`src/rtl/dff_pipe_pkg.sv`:
```
// Shared defaults and sizing helpers for the dff_pipe delay line.
package dff_pipe_pkg;

  localparam int DFF_PIPE_WIDTH_DEF = 8;
  localparam int DFF_PIPE_DEPTH_DEF = 4;

  function automatic int occ_width(input int depth);
    return $clog2(depth + 1);
  endfunction

endpackage

```
`src/rtl/dff_pipe_stage.sv`:
```
// One register stage of the dff_pipe line: data plus valid qualifier.
module dff_stage
  import dff_pipe_pkg::*;
#(
  parameter int              WIDTH     = DFF_PIPE_WIDTH_DEF,
  parameter logic [WIDTH-1:0] RESET_VAL = '0
) (
  input  logic             clk,
  input  logic             reset,
  input  logic             en_i,
  input  logic             clr_i,
  input  logic             gate_i,
  input  logic [WIDTH-1:0] d_i,
  input  logic             d_valid_i,
  output logic [WIDTH-1:0] q_o,
  output logic             q_valid_o
);

  logic [WIDTH-1:0] data_q, data_d;
  logic             vld_q, vld_d;

  // clr wins over en; gate selects RESET_VAL over the incoming data
  always_comb begin
    data_d = data_q;
    vld_d  = vld_q;
    if (clr_i) begin
      vld_d = 1'b0;
      if (gate_i) data_d = RESET_VAL;
    end else if (en_i) begin
      vld_d  = d_valid_i;
      data_d = gate_i ? RESET_VAL : d_i;
    end
  end

  always_ff @(posedge clk or posedge reset) begin
    if (reset) begin
      data_q <= RESET_VAL;
      vld_q  <= 1'b0;
    end else begin
      data_q <= data_d;
      vld_q  <= vld_d;
    end
  end

  assign q_o       = data_q;
  assign q_valid_o = vld_q;

endmodule

```
`src/rtl/dff_pipe.sv`:
```
// WIDTH x DEPTH register pipeline with valids, stall, flush and occupancy.
module dff_pipe
  import dff_pipe_pkg::*;
#(
  parameter int               WIDTH     = DFF_PIPE_WIDTH_DEF,
  parameter int               DEPTH     = DFF_PIPE_DEPTH_DEF,
  parameter logic [WIDTH-1:0] RESET_VAL = '0,
  parameter bit               GATE_DATA = 1'b0
) (
  input  logic                          clk,
  input  logic                          reset,
  input  logic                          en,
  input  logic                          flush,
  input  logic [WIDTH-1:0]              d,
  input  logic                          d_valid,
  output logic [WIDTH-1:0]              q,
  output logic                          q_valid,
  output logic [occ_width(DEPTH)-1:0]   occupancy
);

  localparam int OW = occ_width(DEPTH);

  logic [WIDTH-1:0] data_w [DEPTH+1];
  logic             vld_w  [DEPTH+1];
  logic             gate_w [DEPTH];

  assign data_w[0] = d;
  assign vld_w[0]  = d_valid;

  for (genvar i = 0; i < DEPTH; i++) begin : g_stage
    assign gate_w[i] = GATE_DATA && (flush || !vld_w[i]);

    dff_stage #(
      .WIDTH     (WIDTH),
      .RESET_VAL (RESET_VAL)
    ) u_stage (
      .clk       (clk),
      .reset     (reset),
      .en_i      (en),
      .clr_i     (flush),
      .gate_i    (gate_w[i]),
      .d_i       (data_w[i]),
      .d_valid_i (vld_w[i]),
      .q_o       (data_w[i+1]),
      .q_valid_o (vld_w[i+1])
    );
  end

  logic [OW-1:0] occ_q, occ_d;

  // entry and exit in the same edge cancel out
  always_comb begin
    occ_d = occ_q;
    if (flush) begin
      occ_d = '0;
    end else if (en) begin
      occ_d = occ_q + OW'(d_valid) - OW'(vld_w[DEPTH]);
    end
  end

  always_ff @(posedge clk or posedge reset) begin
    if (reset) occ_q <= '0;
    else       occ_q <= occ_d;
  end

  assign q         = data_w[DEPTH];
  assign q_valid   = vld_w[DEPTH];
  assign occupancy = occ_q;

endmodule

```
`config.mk`:
```
export PLATFORM = sky130hd
export DESIGN_NAME = dff_pipe
export DESIGN_NICKNAME = d
export VERILOG_FILES = /design/src/rtl/dff_pipe_pkg.sv /design/src/rtl/dff_pipe_stage.sv /design/src/rtl/dff_pipe.sv
export SDC_FILE = /design/constraint.sdc
export NUM_CORES = 1
export LEC_CHECK = 0
export BUFFER_PORTS_ARGS = -buffer_cell sky130_fd_sc_hd__buf_2
export CAP_MARGIN = 30
export CORE_MARGIN = 2
export CORE_UTILIZATION = 35
export DETAILED_ROUTE_END_ITERATION = 12
export HOLD_SLACK_MARGIN = 0.06
export PLACE_DENSITY = 0.61
export SLEW_MARGIN = 20
export SYNTH_ARGS = -nofsm -noshare
export SYNTH_HDL_FRONTEND = slang
export SYNTH_HIERARCHICAL = 1
export SYNTH_SLANG_ARGS = --single-unit
```
`constraint.sdc`:
```
create_clock -name clk -period 2.51 [get_ports clk]
set_input_delay 0.251 -clock clk [delete_from_list [all_inputs] [get_ports clk]]
set_output_delay 0.251 -clock clk [all_outputs]
set_load 0.02 [all_outputs]
```
-- Word level (Yosys, flattened, before mapping)
Index checks and enable logic that the tools add are counted.
- flip-flop bits (word level): 39
- input port bits: 13
- output and inout port bits: 12
- logic and storage cells: 24
- add/subtract/negate cells: 2
- mux-type cells: 10
- bitwise operators: 1
- reductions and logical operators: 2
- operators with widths (cell ; count):
    1-bit two-way mux ; 8
    3-bit two-way mux ; 2
    3-bit by 1-bit adder with 3-bit output ; 1
    3-bit by 1-bit subtractor with 3-bit output ; 1
    2-bit AND reduction ; 1
    2-bit nonzero test ; 1
    1-bit inverter ; 1

-- Longest topological paths before layout
- depth after elaboration: 4
- gate-level depth with buffers: 9
- gate-level depth less buffers: 9

-- Hierarchy
Netlist, hierarchy kept.
- by module, submodules not included (module ; instances ; cells each ; area an instance (um2) ; sequential area each (um2)):
    dff_stage ; 4 ; 30 ; 420.4 ; 225.2
    dff_pipe ; 1 ; 20 ; 196.4 ; 75.1

-- Worst setup path before layout
Ideal clock, no wire load.
- path type: register to register
- start point: register occ_q[0], in the netlist occupancy[0]
- end point: register occ_q[2], in the netlist occupancy[2]
- library setup time: 0.120 ns
- arrival: 1.759 ns
- data required time: 2.390 ns
- path slack: 0.631 ns
- stages on the path, launching flop included: 10
- path buffers: 0
- period minus slack after synthesis: 1.879 ns
- cell sequence: dfrtp_1 -> inv_1 -> ha_1 -> inv_1 -> ha_1 -> inv_1 -> fa_1 -> xor2_1 -> a21oi_1 -> a31o_1
- cells in the longest elaborated chain, start to end: 4
- ends and longest elaborated chain (element ; RTL line ; RTL):
    from (decl) ; dff_pipe.sv:49 ; logic [OW-1:0] occ_q, occ_d;
    from (signal assigned) ; dff_pipe.sv:62 ; if (reset) occ_q <= '0;
    from (signal assigned) ; dff_pipe.sv:63 ; else occ_q <= occ_d;
    3-bit by 1-bit adder with 3-bit output ; dff_pipe.sv:57 ; occ_d = occ_q + OW'(d_valid) - OW'(vld_w[DEPTH]);
    3-bit by 1-bit subtractor with 3-bit output ; dff_pipe.sv:57 ;
    3-bit two-way mux ; dff_pipe.sv:56 ; end else if (en) begin
    3-bit two-way mux ; dff_pipe.sv:54 ; if (flush) begin
Every way passes these cells. The select of a mux whose other input is x is not followed.
A chain may end at the register's enable or synchronous reset.

-- Final worst setup path
- start point: register g_stage[3].u_stage.vld_q
- end point: register occ_q[2], in the netlist occupancy[2]
- cells in the longest elaborated chain, start to end: 3
- ends and longest elaborated chain (element ; RTL line ; RTL):
    from (decl) ; dff_pipe_stage.sv:20 ; logic vld_q, vld_d;
    from (signal assigned) ; dff_pipe_stage.sv:41 ; vld_q <= vld_d;
    3-bit by 1-bit subtractor with 3-bit output ; dff_pipe.sv:57 ;
    3-bit two-way mux ; dff_pipe.sv:56 ;
    3-bit two-way mux ; dff_pipe.sv:54 ;
Every way passes these cells. The select of a mux whose other input is x is not followed.

==> impl_metrics.toml <==
[placement]
portBuffers = 24
place.gp.congestion = 0.700
hpwl_um = 2180
dp.cells = 261
placedInstanceArea_mm2 = 0.00217

[die]
die_w_um = 77.3
io_pins = 25
die_area_mm2 = 0.00597
start_util = 0.365
core_mm2 = 0.00514
rows = 26
fp.dieH_um = 77.3

[drt]
finalWirelength_um = 3060
drtPass1Iterations = 4
drt-wirelength-per-cell_um = 11.3
ant_nets = 0
drc = 0
num_vias = 1194
drtIter0Drc = 68
viasPerCell = 4.42

[layout]
finalInstanceArea_mm2 = 0.00226
final_cells = 270
area_growth_pct = 20.5
regArea_um2 = 976
multi_input_area_um2 = 958
post_route_cells_drive_above_1_share = 0.330
num_antenna_cells = 0
nNetsFinal = 215
nFillCells = 530

[setup_path]
r2r_cells = 8
cp-end-kind = "flop"
r2r_end = "occupancy[2]"
crit_type = "flop to flop"
cp.arrival_ns = 2.04
cp-start-kind = "flop"
r2r_slack_ns = 0.64
r2r-start = "g_stage[3].u_stage/q_valid_o"
worstPathMaxFanout = 3
required_ns = 2.68

[synth]
synthDistinctLibCells = 20
ys_warn_count = 6
synth_seq_cells = 39
yosysTopAreaCell = "dfrtp_1"
async_flop_share = 1.00
ys_seq_area_frac = 0.520
synth_edf_count = 0
ys.flop_type = "dfrtp_1"
yosysMostFrequentCell = "dfrtp_1"
synth_area_per_cell_um2 = 13.4
netlist_area_mm2 = 0.00188
synth_cells = 140
synth_common_cells = "dfrtp_1, a22o_2, a211o_1, and3b_1, nor2_1"
synth.top_cell.area_share = 0.520
synth_area_leaders = "dfrtp_1, a22o_2, a211o_1"

[timing]
slew_viol_final = 0
rsz0062_at_grt = "false"
finalHoldViolCount = 0
maxSlewHeadroom = 0.488
timing.hold.ws_ns = 0.193
period_needed_ns = 1.87
tns_ns = 0
finalSetupViolations = 0
tightest_slew_ns = 0.768
skew_ns = 0.00238
fmax_mhz = 534
period_share = 0.746

[global_route]
track_usage = 0.115
antenna_found_initial = 0
grt_max_degree = 45
grt-ovfl-total = 0
grt.met2_usage = 0.166
grt_pass1_wl_um = 5390
grt_pass1_vias = 1131
use_met3 = 0.0353
met1_usage = 0.159
grt_busiest_layer = "met2"

[pwr]
irDropWorstVdd_v = 0.000277
power_density_mw_per_mm2 = 519
leakagePower_nw = 1.31
total_power_mw = 1.17

[clock_tree]
clock_latency_ns = 0.28
ctsLongestPathBuffers = 2
h-tree-depth = 2
clock-root-buffer = "clkbuf_8"
cts_sinks = 39
cts_tree = "built"
postCtsResizedCells = 0
cts_hold_buf = 1
numCtsBuffers = 5
cts.clk_slew.worst_paths_ns = 0.07
post_cts_buffers = 0

[min_path]
hold_end = "g_stage[0].u_stage/q_o[4]"
min_path_cells = 2
hp-start = "d[4]"
hold_path.class = "primary input to flop"

[flow_run]
maxCapViolCount = 0

[outcome]
status = "completed"
-- final cells by class --
class | instances | share of cell area
Tap cell | 70 | 0.0387
Sequential cell | 39 | 0.431
Clock inverter | 1 | 0.00221
Clock buffer | 7 | 0.0337
Inverter | 8 | 0.0133
Multi-Input combinational cell | 120 | 0.423
Timing Repair Buffer | 25 | 0.0575
-- sequential cells by signal (all words and copies together) (netlist names) --
signal / flops
g_stage.u_stage/q_o: 32
occupancy: 3
g_stage.u_stage/q_valid_o: 4
-- stage by stage --
stage	util	worst slack, ns
after floorplan	-	0.631
after global placement	0.423	0.691
after detailed placement	0.423	0.651
after CTS	0.440	0.633
after global routing	0.440	0.503
final	0.440	0.638
-- logic make-up after synthesis --
logic type / synth area share
simple gates: 0.188
flops: 0.520
compound gates: 0.174
buf+inv: 0.0320
mux: 0.0560
fa+ha+maj: 0.0240
other cells: 0.00200
xor+xnor: 0.00466
-- worst max path at each step --
| stage | start | to | slack, ns |
|---|---|---|---|
| 6_report | g_stage[3].u_stage/q_valid_o | occupancy[2] | 0.64 |
| 5_1_grt | g_stage[3].u_stage/q_valid_o | occupancy[2] | 0.50 |
| 4_1_cts | g_stage[3].u_stage/q_valid_o | occupancy[2] | 0.63 |
| 3_5_place_dp | g_stage[3].u_stage/q_valid_o | occupancy[2] | 0.65 |
| 3_3_place_gp | g_stage[3].u_stage/q_valid_o | occupancy[2] | 0.69 |
| 2_1_floorplan | occupancy[0] | occupancy[2] | 0.63 |
-- worst max-delay path: stages, from the launching register on --
cell     delay, ns
dfrtp_1       0.40
ha_1          0.29
inv_1         0.05
ha_1          0.13
inv_1         0.05
fa_1          0.37
xor2_1        0.18
a21oi_1       0.09
a31o_1        0.21
-- power by group --
part / switching (mW) / leakage [nW] / internal [mW]
combinational: 0.0707 / 0.726 / 0.0517
clock: 0.196 / 0.0422 / 0.195
sequential: 0.0138 / 0.537 / 0.648
total: 0.281 / 1.31 / 0.894
-- placed cells by master (no fill, tap or decap), drive strengths merged --
cell type    Yosys  final
a211o           12     12
ha               2      2
clkbuf           0      7
dlygate4sd3      0      1
buf              4     24
conb             1     32
a211oi           1      1
nor3b            4      4
clkinv           0      1
xor2             1      1
nand2b           1      1
inv              8      8
and3b           12     12
a22o            20     20
dfrtp           39     39
mux2i            9      9
a31o             1      1
fa               1      1
nor2            11     11
a21oi            1      1
and4bb          12     12
-- layer usage --
layer  routed length [um]  vias to the layer above
met3                  127                        5
met2                 1280                       21
met4                   42                        0
met5                    0                        -
met1                 1610                      546
li1                     -                      622
Note: power is estimated with default switching activity, not from simulation.
